File: config.mk
export PLATFORM = sky130hd
export DESIGN_NAME = mem_stage_wb
export DESIGN_NICKNAME = d
export VERILOG_FILES = /design/src/rtl/mem_stage_wb.sv
export SDC_FILE = /design/constraint.sdc
export NUM_CORES = 1
export LEC_CHECK = 0
export CAP_MARGIN = 10
export CORE_AREA = 4 4 119 121
export CTS_BUF_LIST = sky130_fd_sc_hd__clkbuf_2 sky130_fd_sc_hd__clkbuf_4 sky130_fd_sc_hd__clkbuf_8
export DETAILED_ROUTE_END_ITERATION = 10
export DIE_AREA = 0 0 123 125
export MAX_ROUTING_LAYER = met4
export PLACE_DENSITY = 0.64
export SYNTH_ARGS = -nofsm -noshare
export SYNTH_HDL_FRONTEND = slang
export SYNTH_SLANG_ARGS = --single-unit
File: constraint.sdc
create_clock -name clk -period 4.3 [get_ports clk]
set_input_delay 1.29 -clock clk [delete_from_list [all_inputs] [get_ports clk]]
set_output_delay 1.29 -clock clk [all_outputs]
set_load 0.02 [all_outputs]
File: src/rtl/mem_stage_wb.sv
// mem_stage_wb: MEM pipeline stage with MEM/WB output register.
// Runs the data-memory access over a variable-latency req/ack port and
// holds the upstream pipeline while it waits. It also resolves the branch
// and selects and registers the write-back value.
// Optional build macro MEM_MISALIGN_TRAP_EN traps misaligned accesses.
// When the trap is enabled, a misaligned access issues no request,
// loads a bubble and sets the sticky misalign_err output.
//
// state | meaning
// IDLE  | no access outstanding; zero-wait accesses complete here
// WAIT  | request outstanding, pipeline stalled until ack or timeout
module mem_stage_wb #(
  parameter int DATA_W  = 32,
  parameter int TIMEOUT = 255
) (
  input  logic              clk,
  input  logic              rst,
  input  logic              zero_i,
  input  logic              pcsrc_i,
  input  logic              regwrite_i,
  input  logic              memread_i,
  input  logic              memwrite_i,
  input  logic [1:0]        memtoreg_i,
  input  logic [4:0]        w_i,
  input  logic [DATA_W-1:0] pcp4_i,
  input  logic [DATA_W-1:0] pc_i,
  input  logic [DATA_W-1:0] o_i,
  input  logic [DATA_W-1:0] rdata2_i,
  output logic              dmem_req,
  output logic              dmem_we,
  output logic [DATA_W-1:0] dmem_addr,
  output logic [DATA_W-1:0] dmem_wdata,
  input  logic              dmem_ack,
  input  logic [DATA_W-1:0] dmem_rdata,
  output logic              stall,
  output logic              br_taken,
  output logic [DATA_W-1:0] br_target,
  output logic              wb_regwrite,
  output logic [4:0]        wb_w,
  output logic [DATA_W-1:0] wb_data,
`ifdef MEM_MISALIGN_TRAP_EN
  output logic              misalign_err,
`endif
  output logic              bus_err
);

  localparam int CNT_W = $clog2(TIMEOUT + 1);
  localparam logic [CNT_W-1:0] CNT_MAX = CNT_W'(TIMEOUT);

  typedef enum logic {
    IDLE = 1'b0,
    WAIT = 1'b1
  } state_t;

  state_t            r_state;
  logic [CNT_W-1:0]  r_count;

  logic              w_mem_op;
  logic              w_misalign;
  logic              w_go;
  logic              w_abort;
  logic [DATA_W-1:0] w_sel;

  assign w_mem_op = memread_i | memwrite_i;

`ifdef MEM_MISALIGN_TRAP_EN
  assign w_misalign = w_mem_op & (o_i[1:0] != 2'b00);
  assign dmem_addr  = o_i;
`else
  assign w_misalign = 1'b0;
  // Word port: byte offset bits are dropped, the access still proceeds.
  assign dmem_addr  = {o_i[DATA_W-1:2], 2'b00};
`endif

  assign w_go       = w_mem_op & ~w_misalign;
  assign w_abort    = (r_state == WAIT) & ~dmem_ack & (r_count == CNT_MAX);

  assign dmem_we    = memwrite_i;
  assign dmem_wdata = rdata2_i;

  // Request is held through WAIT except on the abort cycle; reset kills it at once.
  assign dmem_req   = ~rst & (((r_state == IDLE) & w_go) | ((r_state == WAIT) & ~w_abort));
  assign stall      = dmem_req & ~dmem_ack;

  assign br_taken   = pcsrc_i & zero_i;
  assign br_target  = pc_i;

  // Write-back source select; 11 aliases the ALU result.
  always_comb begin
    w_sel = o_i;
    case (memtoreg_i)
      2'b01:   w_sel = dmem_rdata;
      2'b10:   w_sel = pcp4_i;
      default: w_sel = o_i;
    endcase
  end

  // Access FSM, timeout counter, sticky error flags and MEM/WB register.
  // A bubble clears only wb_regwrite; wb_w/wb_data keep their last value.
  always_ff @(posedge clk or posedge rst) begin
    if (rst) begin
      r_state      <= IDLE;
      r_count      <= '0;
      wb_regwrite  <= 1'b0;
      wb_w         <= '0;
      wb_data      <= '0;
      bus_err      <= 1'b0;
`ifdef MEM_MISALIGN_TRAP_EN
      misalign_err <= 1'b0;
`endif
    end else begin
      case (r_state)
        IDLE: begin
          if (w_misalign) begin
            wb_regwrite  <= 1'b0;
`ifdef MEM_MISALIGN_TRAP_EN
            misalign_err <= 1'b1;
`endif
          end else if (w_go && !dmem_ack) begin
            wb_regwrite <= 1'b0;
            r_state     <= WAIT;
            r_count     <= CNT_W'(1);
          end else begin
            wb_regwrite <= regwrite_i;
            wb_w        <= w_i;
            wb_data     <= w_sel;
          end
        end
        WAIT: begin
          if (dmem_ack) begin
            wb_regwrite <= regwrite_i;
            wb_w        <= w_i;
            wb_data     <= w_sel;
            r_state     <= IDLE;
            r_count     <= '0;
          end else if (r_count == CNT_MAX) begin
            wb_regwrite <= 1'b0;
            bus_err     <= 1'b1;
            r_state     <= IDLE;
            r_count     <= '0;
          end else begin
            wb_regwrite <= 1'b0;
            r_count     <= r_count + CNT_W'(1);
          end
        end
        default: begin
          r_state <= IDLE;
          r_count <= '0;
        end
      endcase
    end
  end

endmodule

==> results.md, run 1 <==
- Crit. endpoint post-GRT repair: dmem_req
- Status: aborted with a tool error
- Number of synthesized flops with an enable pin: 0
- Halt Reason: [ERROR DRT-0255] Maze Route cannot find path of net rdata2_i[17] in worker of routeBox ( 96600 96600 ) ( 123000 125000 ).
- Mapped Cells: 381
- Yosys reg bits: 48
- Die height: 125 um
- Synth cell types: 33
- Largest net degree at the start of global routing: 72
- Placed Instances: 627
- Rows: 42
- Cell Area, Synth: 0.00322 mm2
- Seq/Total Area, Yosys: 0.374
- Gr ovfl total: 0
- Antenna violations before repair: 0
- Die W: 123 um
- Dpl hpwl: 7580 um
- Gr usage total: 0.127
- CTS Hold Bufs: 0
- CTS Buffer Depth: 2
- Main synth FF type: dfrtp_1
- Starting Density: 0.246
- CTS H-tree lvls: 2
- Buffers on Ports: 183
- Synth async-reset ratio: 1.00
- Ports: 314
- Gp weighted congestion: 0.793
- CTS buffer count: 5
- Vias in the first global route: 2917
- YS warnings: 0
- Failed at: detailed routing
- First-pass GRT wire length: 15100 um
- Postcts setup bufs: 0
- Kind of the worst endpoint: primary output
- Avg Inst Size Synth: 8.44 um2
- Number of clock sinks: 48
- Root Driver: clkbuf_8
[synthesized netlist by cell type, drive strengths merged, types with 3 or more instances]
library cell	instances	share of area
a21oi	35	0.057
a22oi	32	0.075
buf	101	0.23
clkbuf	17	0.020
dfrtp	48	0.37
ha	3	0.012
inv	3	0.0035
mux2	5	0.018
nand2	32	0.037
nand3	3	0.0047
nor2	40	0.048
o21ai	36	0.056
xor2	4	0.011
[cells by family after synthesis]
| kind of cell | synth area share |
|---|---|
| compound gates | 0.211 |
| xor+xnor | 0.0109 |
| fa+ha+maj | 0.0117 |
| buf+inv | 0.255 |
| flops | 0.374 |
| mux | 0.0175 |
| other cells | 0.00117 |
| simple gates | 0.119 |
[layer usage]
layer / track usage
met1: 0.134
met4: 0.0521
met2: 0.220
met5: -
met3: 0.0397
[repair_timing]
| action | CTS | global route |
|---|---|---|
| resized for setup | 0 | 1 |
| hold endpoints to repair | 0 | 0 |
| setup endpoints to repair | 0 | 1 |
[stage by stage]
stage | area (um2) | hold WS, ps | util | setup WS [ps]
after floorplan | 3220 | 473 | - | 338
after global placement | 4510 | 461 | 0.345 | 108
after detailed placement | 4510 | 463 | 0.345 | 42.2
after CTS | 4610 | 487 | 0.352 | 44.3
after global routing | 4610 | 505 | 0.352 | 55.9
==> run 2, diff against run 1 <==
==> config.mk (replaced) <==
export PLATFORM = sky130hd
export DESIGN_NAME = mem_stage_wb
export DESIGN_NICKNAME = d
export VERILOG_FILES = /design/src/rtl/mem_stage_wb.sv
export SDC_FILE = /design/constraint.sdc
export NUM_CORES = 1
export LEC_CHECK = 0
export CAP_MARGIN = 10
export CORE_MARGIN = 4
export CORE_UTILIZATION = 20
export DETAILED_ROUTE_END_ITERATION = 10
export PLACE_DENSITY_LB_ADDON = 0.15
export SYNTH_ARGS = -nofsm -noshare
export SYNTH_HDL_FRONTEND = slang
export SYNTH_SLANG_ARGS = --single-unit
==> run 2 against run 1 <==
The run now ends clean. Synthesized area unchanged. Global-route usage decreased by 1.9 points. Synthesized cell count unchanged.
==> results.md, run 2 <==
- Status: complete, no violations
- Final period utilization: 0.958
- Rows: 46 (+9.5%)
- Setup Skew: 6.97 ps
- Max reg flops: 32
- Synthesis-to-finish area growth: 46.8%
- DRT Pass-1 Iters: 4
- Antenna violations before repair: 0 (unchanged)
- CTS tree: done
- Commonest non-fill, non-tap cell in the layout: clkdlybuf4s50_1
- Least-Margin Pin Slew: 733 ps
- Root Driver: clkbuf_16
- Gp weighted congestion: 0.671 (-15%)
- Hold slack: 468 ps
- WL per Instance: 15.2 um
- Hold path cells: 1
- VDD IR max: 141 uV
- Switch Pwr: 0.000437 W
- CTS buffer count: 5 (unchanged)
- Synth async-reset ratio: 1.00 (unchanged)
- Main synth FF type: dfrtp_1
- Postcts setup bufs: 0 (unchanged)
- Reg2Reg Depth: 4
- Avg Inst Size Synth: 8.44 um2 (unchanged)
- Yosys top cell by area: dfrtp_1
- Initial DRC count: 95
- CTS H-tree lvls: 2 (unchanged)
- Antenna Diode Count: 0
- Setup Crit Path Kind: primary input to output port
- Layout net count: 636
- Synth area leaders: dfrtp_1 37%, buf_4 23%, a22oi_1 7.5%, o21ai_0 5.6%, a21oi_1 5.1%
- Most frequent cell after synthesis: buf_4
- Worst reg2reg path endpoint: wb_w[1]
- R2R Setup Slk: 2450 ps
- TNS Setup: 0 ps
- Req. time, crit path: 3010 ps
- DRC viols: 0
- Worst path arrival time: 2830 ps
- Crit. End Element: output port
- Crit start category: primary input
- Worst Min Path Start: bus_err
- Clock Latency Late Sink: 300 ps
- CP max FO: 4
- CTS Buffer Depth: 2 (unchanged)
- Die area: 0.0182 mm2
- Buffers on Ports: 183 (unchanged)
- Reg-to-reg startpoint: r_state
- Max-slew violations: 0
- Largest regs: wb_data (32), r_count (8), wb_w (5)
- Yosys reg bits: 48 (unchanged)
- Mapped Cells: 381 (unchanged)
- Max_cap viols: 0
- Setup Viol. Count Final: 0
- Register share of total power: 0.365
- Comb power frac: 0.325
- Commonest cells in the netlist: 97 x buf_4, 48 x dfrtp_1, 38 x nor2_1
- Filler Cell Count: 1675
- Register area: 0.00120 mm2
- Vias in the first global route: 2863 (-1.9%)
- Net Sw Frac: 0.300
- Final min period: 4120 ps
- Dpl hpwl: 7660 um (+1.1%)
- Final Hold Violating Endpoints: 0
- Max_slew headroom: 0.511
- WHS Endpoint: bus_err
- Worst Setup SP: dmem_ack
- Number of clock sinks: 48 (unchanged)
- Layout cell share with drive strength beyond 1: 0.0610
- Ports: 314 (unchanged)
- First-pass GRT wire length: 15300 um (+1.3%)
- Largest net degree at the start of global routing: 72 (unchanged)
- Routed wire length: 10200 um
- Cell Area, Synth: 0.00322 mm2 (unchanged)
- Synth top area share: 0.374 (unchanged)
- Die height: 135 um (+7.8%)
- Gr usage total: 0.108 (-0.0190)
- Number of synthesized flops with an enable pin: 0 (unchanged)
- Worst hold path class: register to register
- Maximum clock rate: 243 MHz
- Detail Route Antenna Nets: 0
- CORE AREA: 0.0158 mm2
- Vias: 2803
- Internal power: 0.00102 W
- Gr ovfl total: 0 (unchanged)
- Most frequent cells in the layout: 182 x clkdlybuf4s50_1, 48 x dfrtp_1, 38 x nor2_1, 36 x o21ai_0, 33 x a21oi_1
- Largest reg by FF count: wb_data
- Synth cell types: 33 (unchanged)
- DR vias/cell: 4.15
- Die W: 135 um (+9.6%)
- Footprint of the multi-input gates: 0.00120 mm2
- YS warnings: 0 (unchanged)
- Pwr per Cell Area: 309 mW/mm2
- Clock share of power: 0.310
- Pleak: 1.83 nW
- Unrepaired setup endpoints after global routing: no
- Starting Density: 0.203 (-0.0426)
- CTS clk-pin slew, worst paths: 70 ps
- Seq/Total Area, Yosys: 0.374 (unchanged)
-- run 2: cell counts after synthesis --
Identical to the previous run, type by type.
-- run 2: area by class of cell --
type / count / share of cell area
inverters: 3 / 0.00239
flip-flops and latches: 48 / 0.255
repair buffers: 187 / 0.395
clock buffers: 5 / 0.0265
clock inverters: 3 / 0.00901
well taps: 216 / 0.0573
multi-input cells: 213 / 0.255
-- run 2: worst max-delay path: stages --
cell and delay, ps:
clkdlybuf4s50_1 570, nand2b_1 160, nor2_1 60, nor3_1 120, clkdlybuf4s50_1 640
-- run 2: worst max-delay path by stage --
stage | to | slack (ps) | cells past startpoint
2_1_floorplan | stall | 340 | 2
3_3_place_gp | stall | 100 | 6
3_5_place_dp | stall | 60 | 6
4_1_cts | stall | 50 | 6
5_1_grt | dmem_req | 100 | 5
6_report | dmem_req | 180 | 5
-- run 2: layer usage --
layer | GRT usage | wire (um) | part of all wire
met2 | 0.194 | 5210 | 0.51
met3 | 0.0324 | 743 | 0.073
met1 | 0.117 | 3940 | 0.38
met4 | 0.0498 | 335 | 0.033
met5 | 0 | 0 | 0
-- run 2: kinds of logic after synthesis --
logic type	synth area share
buffers and inverters	0.255
AOI/OAI and AO/OA	0.211
and+or+nand+nor	0.119
DFF	0.374
muxes	0.0175
xor gates and xnor gates	0.0109
adders and majority gates	0.0117
other	0.00117
-- run 2: timing repair --
item	in CTS	in global routing
setup endpoints to repair	0	1
hold buffers	0	0
resized for setup	0	1
-- run 2: power groups by stage --
stage	registers [W]	clock network [W]	logic, W
2_1_floorplan	0.000597	0	0.000254
3_3_place_gp	0.000539	0	0.000484
3_5_place_dp	0.000542	0	0.000485
4_1_cts	0.000532	0.000484	0.000487
5_1_grt	0.000539	0.000498	0.000514
6_report	0.000532	0.000452	0.000474
-- run 2: stage by stage --
step	power, W	utilization	instances	setup slack [ps]	cell area [um2]
5_1_grt	0.00155	0.298	675	95.6	4720
6_report	0.00146	0.298	675	180	4720
4_1_cts	0.00150	0.298	675	45.5	4720
2_1_floorplan	0.000851	-	382	338	3220
3_3_place_gp	0.00102	0.287	667	96.2	4550
3_5_place_dp	0.00103	0.287	667	55.3	4550
No activity file was read; power rests on OpenSTA's default activity.
==> run 3, diff against run 2 <==
--- a/config.mk
+++ b/config.mk
@@ -9,6 +9,7 @@
 export CORE_MARGIN = 4
 export CORE_UTILIZATION = 20
 export DETAILED_ROUTE_END_ITERATION = 10
+export MAX_ROUTING_LAYER = met4
 export PLACE_DENSITY_LB_ADDON = 0.15
 export SYNTH_ARGS = -nofsm -noshare
 export SYNTH_HDL_FRONTEND = slang
==> constraint.sdc (replaced) <==
create_clock -name clk -period 4.7 [get_ports clk]
set_input_delay 1.41 -clock clk [delete_from_list [all_inputs] [get_ports clk]]
set_output_delay 1.41 -clock clk [all_outputs]
set_load 0.02 [all_outputs]
==> run 3 against run 2 <==
Sequential cell count unchanged. Largest power group unchanged. Sequential power down 8.5%. Combinational power down 8.4%. Largest cell class unchanged.
==> results.md, run 3 (synthesis gave the netlist of run 2 again) <==
- Status: complete, no violations
- Unrepaired setup endpoints after global routing: no
- Die height: 135 um (unchanged)
- Buffers on Ports: 183 (unchanged)
- Largest reg by FF count: wb_data
- CTS tree: done
- Vias in the first global route: 2888 (+0.87%)
- Layout cell share with drive strength beyond 1: 0.0610 (unchanged)
- Final min period: 4470 ps
- Met3 wire len: 787 um (+5.9%)
- CTS H-tree lvls: 2 (unchanged)
- DR vias/cell: 4.16 (+0.21%)
- Clock Latency Late Sink: 300 ps (about the same)
- CTS buffer count: 5 (unchanged)
- VDD IR max: 135 uV (-4.2%)
- Setup Crit Path Kind: primary input to output port
- Root Driver: clkbuf_16
- Crit. End Element: output port
- Layout net count: 636 (unchanged)
- Max_slew headroom: 0.533 (+0.0218)
- Req. time, crit path: 3290 ps (+280 ps)
- Gr ovfl total: 0 (unchanged)
- Most frequent cells in the layout: 183 x clkdlybuf4s50_1, 48 x dfrtp_1, 38 x nor2_1, 36 x o21ai_0, 33 x a21oi_1
- CTS clk-pin slew, worst paths: 70 ps (about the same)
- CTS Buffer Depth: 2 (unchanged)
- Routed wire length: 10000 um (-2.0%)
- CTS Hold Bufs: 0 (unchanged)
- Max reg flops: 32 (unchanged)
- Critical path's top delay family: buffers and inverters
- Final period utilization: 0.952
- Pwr per Cell Area: 274 mW/mm2 (-11%)
- First-pass GRT wire length: 15200 um (-0.81%)
- Area after DPL: 0.00455 mm2 (unchanged)
- CP max FO: 3 (-1)
- Least-Margin Pin Slew: 701 ps (-32.6 ps)
- CORE AREA: 0.0158 mm2 (unchanged)
- Crit-path max cell delay: 600 ps (-40 ps)
- DRC viols: 0 (unchanged)
- Dpl hpwl: 7620 um (-0.48%)
- Post-Route M1 WL: 3770 um (-4.2%)
- Die area: 0.0182 mm2 (unchanged)
- Maximum clock rate: 223 MHz
- Setup Skew: 7.14 ps (+0.169 ps)
- Top sig layer: met4
- CP cell instances: clkdlybuf4s50_1 -> nor3_2 -> nor2_4 -> a21boi_1 -> and2_1 -> clkdlybuf4s50_1
- Largest regs: wb_data (32), r_count (8), wb_w (5)
- Detail Route Antenna Nets: 0 (unchanged)
- CP Buf/Inv Count: 2 (unchanged)
- Setup slack at placement: 219 ps (+164 ps)
- DRT Pass-1 Iters: 6 (+2)
- Gr usage total: 0.110 (+0.00128)
- Commonest non-fill, non-tap cell in the layout: clkdlybuf4s50_1
- Vias: 2809 (+0.21%)
- Largest net degree at the start of global routing: 72 (unchanged)
- Final Hold Violating Endpoints: 0 (unchanged)
- Pleak: 1.80 nW (-1.6%)
- Antenna Diode Count: 0 (unchanged)
- Design Area, Final: 0.00470 mm2 (-0.45%)
- Setup Viol. Count Final: 0 (unchanged)
- Slack of the critical path: 225 ps (+45.4 ps)
- Crit-path slowest cell: clkdlybuf4s50_1
- # resized after CTS: 0 (unchanged)
- Ports: 314 (unchanged)
- Rows: 46 (unchanged)
- Crit start category: primary input
- Die W: 135 um (unchanged)
- CP most frequent cell: clkdlybuf4s50_1
- Worst path arrival time: 3060 ps (+230 ps)
- Worst hold path class: register to register
- Postcts setup bufs: 0 (unchanged)
- Number of clock sinks: 48 (unchanged)
- Max-slew violations: 0 (unchanged)
- TNS Setup: 0 ps (unchanged)
- Starting Density: 0.203 (unchanged)
- Initial DRC count: 65 (-32%)
- Synthesis-to-finish area growth: 46.1%
- Gp weighted congestion: 0.685 (+2.1%)
- Antenna violations before repair: 0 (unchanged)
- Max_cap viols: 0 (unchanged)
- Metal2 WL: 5130 um (-1.5%)
- WL per Instance: 14.8 um (-2.0%)
run 3: final cells by class:
type                    count  area (um2)
fillers                  1701       11100
repair buffers            187        1860
clock buffers               5         125
clock inverters             3        23.8
flip-flops and latches     48        1200
multi-input cells         213        1200
well taps                 216         270
inverters                   3        11.3
run 3: worst reg2reg max path, delay by kind of cell, from the launching register on:
family	cells	cell delay, ps
DFF	1	550
buffers and inverters	1	540
muxes	1	420
and+or+nand+nor	2	220
run 3: path summary, 6_finish.rpt:
kind | from | endpoint | slack (ps) | depth (start not counted)
setup / recovery | memwrite_i | stall | 230 | 6
hold / removal | bus_err | bus_err | 470 | 1
setup reg to reg | r_state | wb_w[1] | 2860 | 4
hold reg to reg | bus_err | bus_err | 470 | 1
max in group asynchronous | rst | wb_data[18] | 2620 | 3
min in group asynchronous | rst | r_state | 1640 | 3
run 3: layer usage:
metal | GRT usage | vias up
li1 | - | 1364
met4 | 0.0498 | 0
met2 | 0.190 | 125
met1 | 0.116 | 1282
met5 | - | -
met3 | 0.0313 | 38
run 3: stage by stage:
step	power, W	hold WS [ps]	cells	util
3_3_place_gp	0.000937	461	667	0.287
2_1_floorplan	0.000778	473	382	-
6_report	0.00129	469	675	0.297
4_1_cts	0.00133	473	675	0.297
5_1_grt	0.00137	481	675	0.297
3_5_place_dp	0.000940	454	667	0.287
run 3: power breakdown:
group / total [W] / switching, W / leakage (nW) / internal [W]
Combinational: 0.000434 / 0.000209 / 1.13 / 0.000225
Sequential: 0.000487 / 0.0000272 / 0.612 / 0.000459
Clock: 0.000367 / 0.000169 / 0.0660 / 0.000198
Total: 0.00129 / 0.000405 / 1.80 / 0.000883
==> RTL edit, RTL diff (flow settings as in run 3) <==
Add a define of `MEM_MISALIGN_TRAP_EN`.
--- a/src/rtl/mem_stage_wb.sv
+++ b/src/rtl/mem_stage_wb.sv
@@ -10,4 +10,6 @@
 // IDLE  | no access outstanding; zero-wait accesses complete here
 // WAIT  | request outstanding, pipeline stalled until ack or timeout
+`define MEM_MISALIGN_TRAP_EN
+
 module mem_stage_wb #(
   parameter int DATA_W  = 32,
Check against the original RTL (old outputs only; new: misalign_err): not equivalent (Yosys sat finds a counterexample within 4 cycles, from zero or initial values and one cycle with rst high).
==> RTL edit against run 3 <==
- maximum frequency about the same
- sequential share of layout area decreased by 0.30 points
- final area up 3.3%
- synthesized area up 2.8%
- via count rose by 3.5%
- critical path depth stayed put
- power is 16% higher
- utilization up 0.54 points
- routed wire length grew 8.5%
- sequential power rose by 8.0%
- setup slack worse by 1.7 ps
- register-to-register slack got worse by 110 ps
- sequential cell count rose by 1
- clock skew grew 0.51 ps
- largest cell class unchanged
==> RTL edit: results (changes against run 3) <==
- Dpl cell area: 4670 um^2 (was 4550 um^2)
- DP Cell Count: 681 (was 667)
- Max rail drop VDD: 0.000135 V (about the same)
- Dpl hpwl: 8160 um (was 7620 um)
- Switching part of the total: 31.3% (was 31.4%)
- Multi-input logic area: 1230 um^2 (was 1200 um^2)
- Pin count of the biggest net entering global routing: 50 (was 72)
- NonClk Buf Share: 39.5% (was 39.6%)
- Sequential share of the synthesized area: 37.1% (was 37.4%)
- Met2 Usage GRT: 19.7% (was 19.0%)
- Leak: 0.00192 uW (was 0.00180 uW)
- GP Congestion: 0.671 (was 0.685)
- Met1 wire length: 4140 um (was 3770 um)
- Via density: 4.21 (was 4.16)
- Repair and plain buffers: 192 (was 187)
- Final Skew: 7.65 ps (was 7.14 ps)
- Util after Layout: 30.2% (was 29.7%)
- Met2 WL post-DR: 5440 um (was 5130 um)
- Critical path arrival: 3070 ps (was 3060 ps)
- Dominant cells by area after synthesis: dfrtp_1 37%, buf_4 22%, a22oi_1 7.3% (was dfrtp_1 37%, buf_4 23%, a22oi_1 7.5%)
- Status: finished, final reports clean (unchanged)
- Fill cells: 1658 (was 1701)
- Initial antenna violation count: 1 (was 0)
- Routed length on met3: 968 um (was 787 um)
- #FFs+latches synth: 49 (was 48)
- Switching power: 469 uW (was 405 uW)
- Number of non-clock inverters: 7 (was 3)
- Layout Nets: 650 (was 636)
- Multi-input gates: 217 (was 213)
- Drt total wl: 10900 um (was 10000 um)
- Synth cell types: 36 (was 33)
- First-pass detailed-route iteration total: 4 (was 6)
- Power Dens Cells: 309 nW/um^2 (was 274 nW/um^2)
- Layout cells sized above 1: 5.07% (was 6.10%)
- Sequential cell area share: 25.3% (was 25.6%)
-- RTL edit: logic make-up (layout without fill, tap and decap cells) --
family,Yosys count,after routing,share of synthesized area (%)
flops,49,49,37.1
simple gates,86,86,11.0
compound gates,123,123,22.8
other cells,0,1,0
mux,5,5,2.27
buf+inv,124,207,25.7
fa+ha+maj,3,3,1.14
-- RTL edit: final timing paths --
path	cells after the start	slack, ps	to	from
min in group asynchronous	3	1650	r_state$_DFF_PP0_	rst
max in group asynchronous	3	2580	wb_data[31]$_DFFE_PP0P_	rst
hold / removal	2	480	misalign_err$_DFFE_PP0P_	misalign_err$_DFFE_PP0P_
setup reg to reg	4	2750	wb_data[17]$_DFFE_PP0P_	r_state$_DFF_PP0_
hold reg to reg	2	480	misalign_err$_DFFE_PP0P_	misalign_err$_DFFE_PP0P_
setup / recovery	6	220	stall	o_i[1]
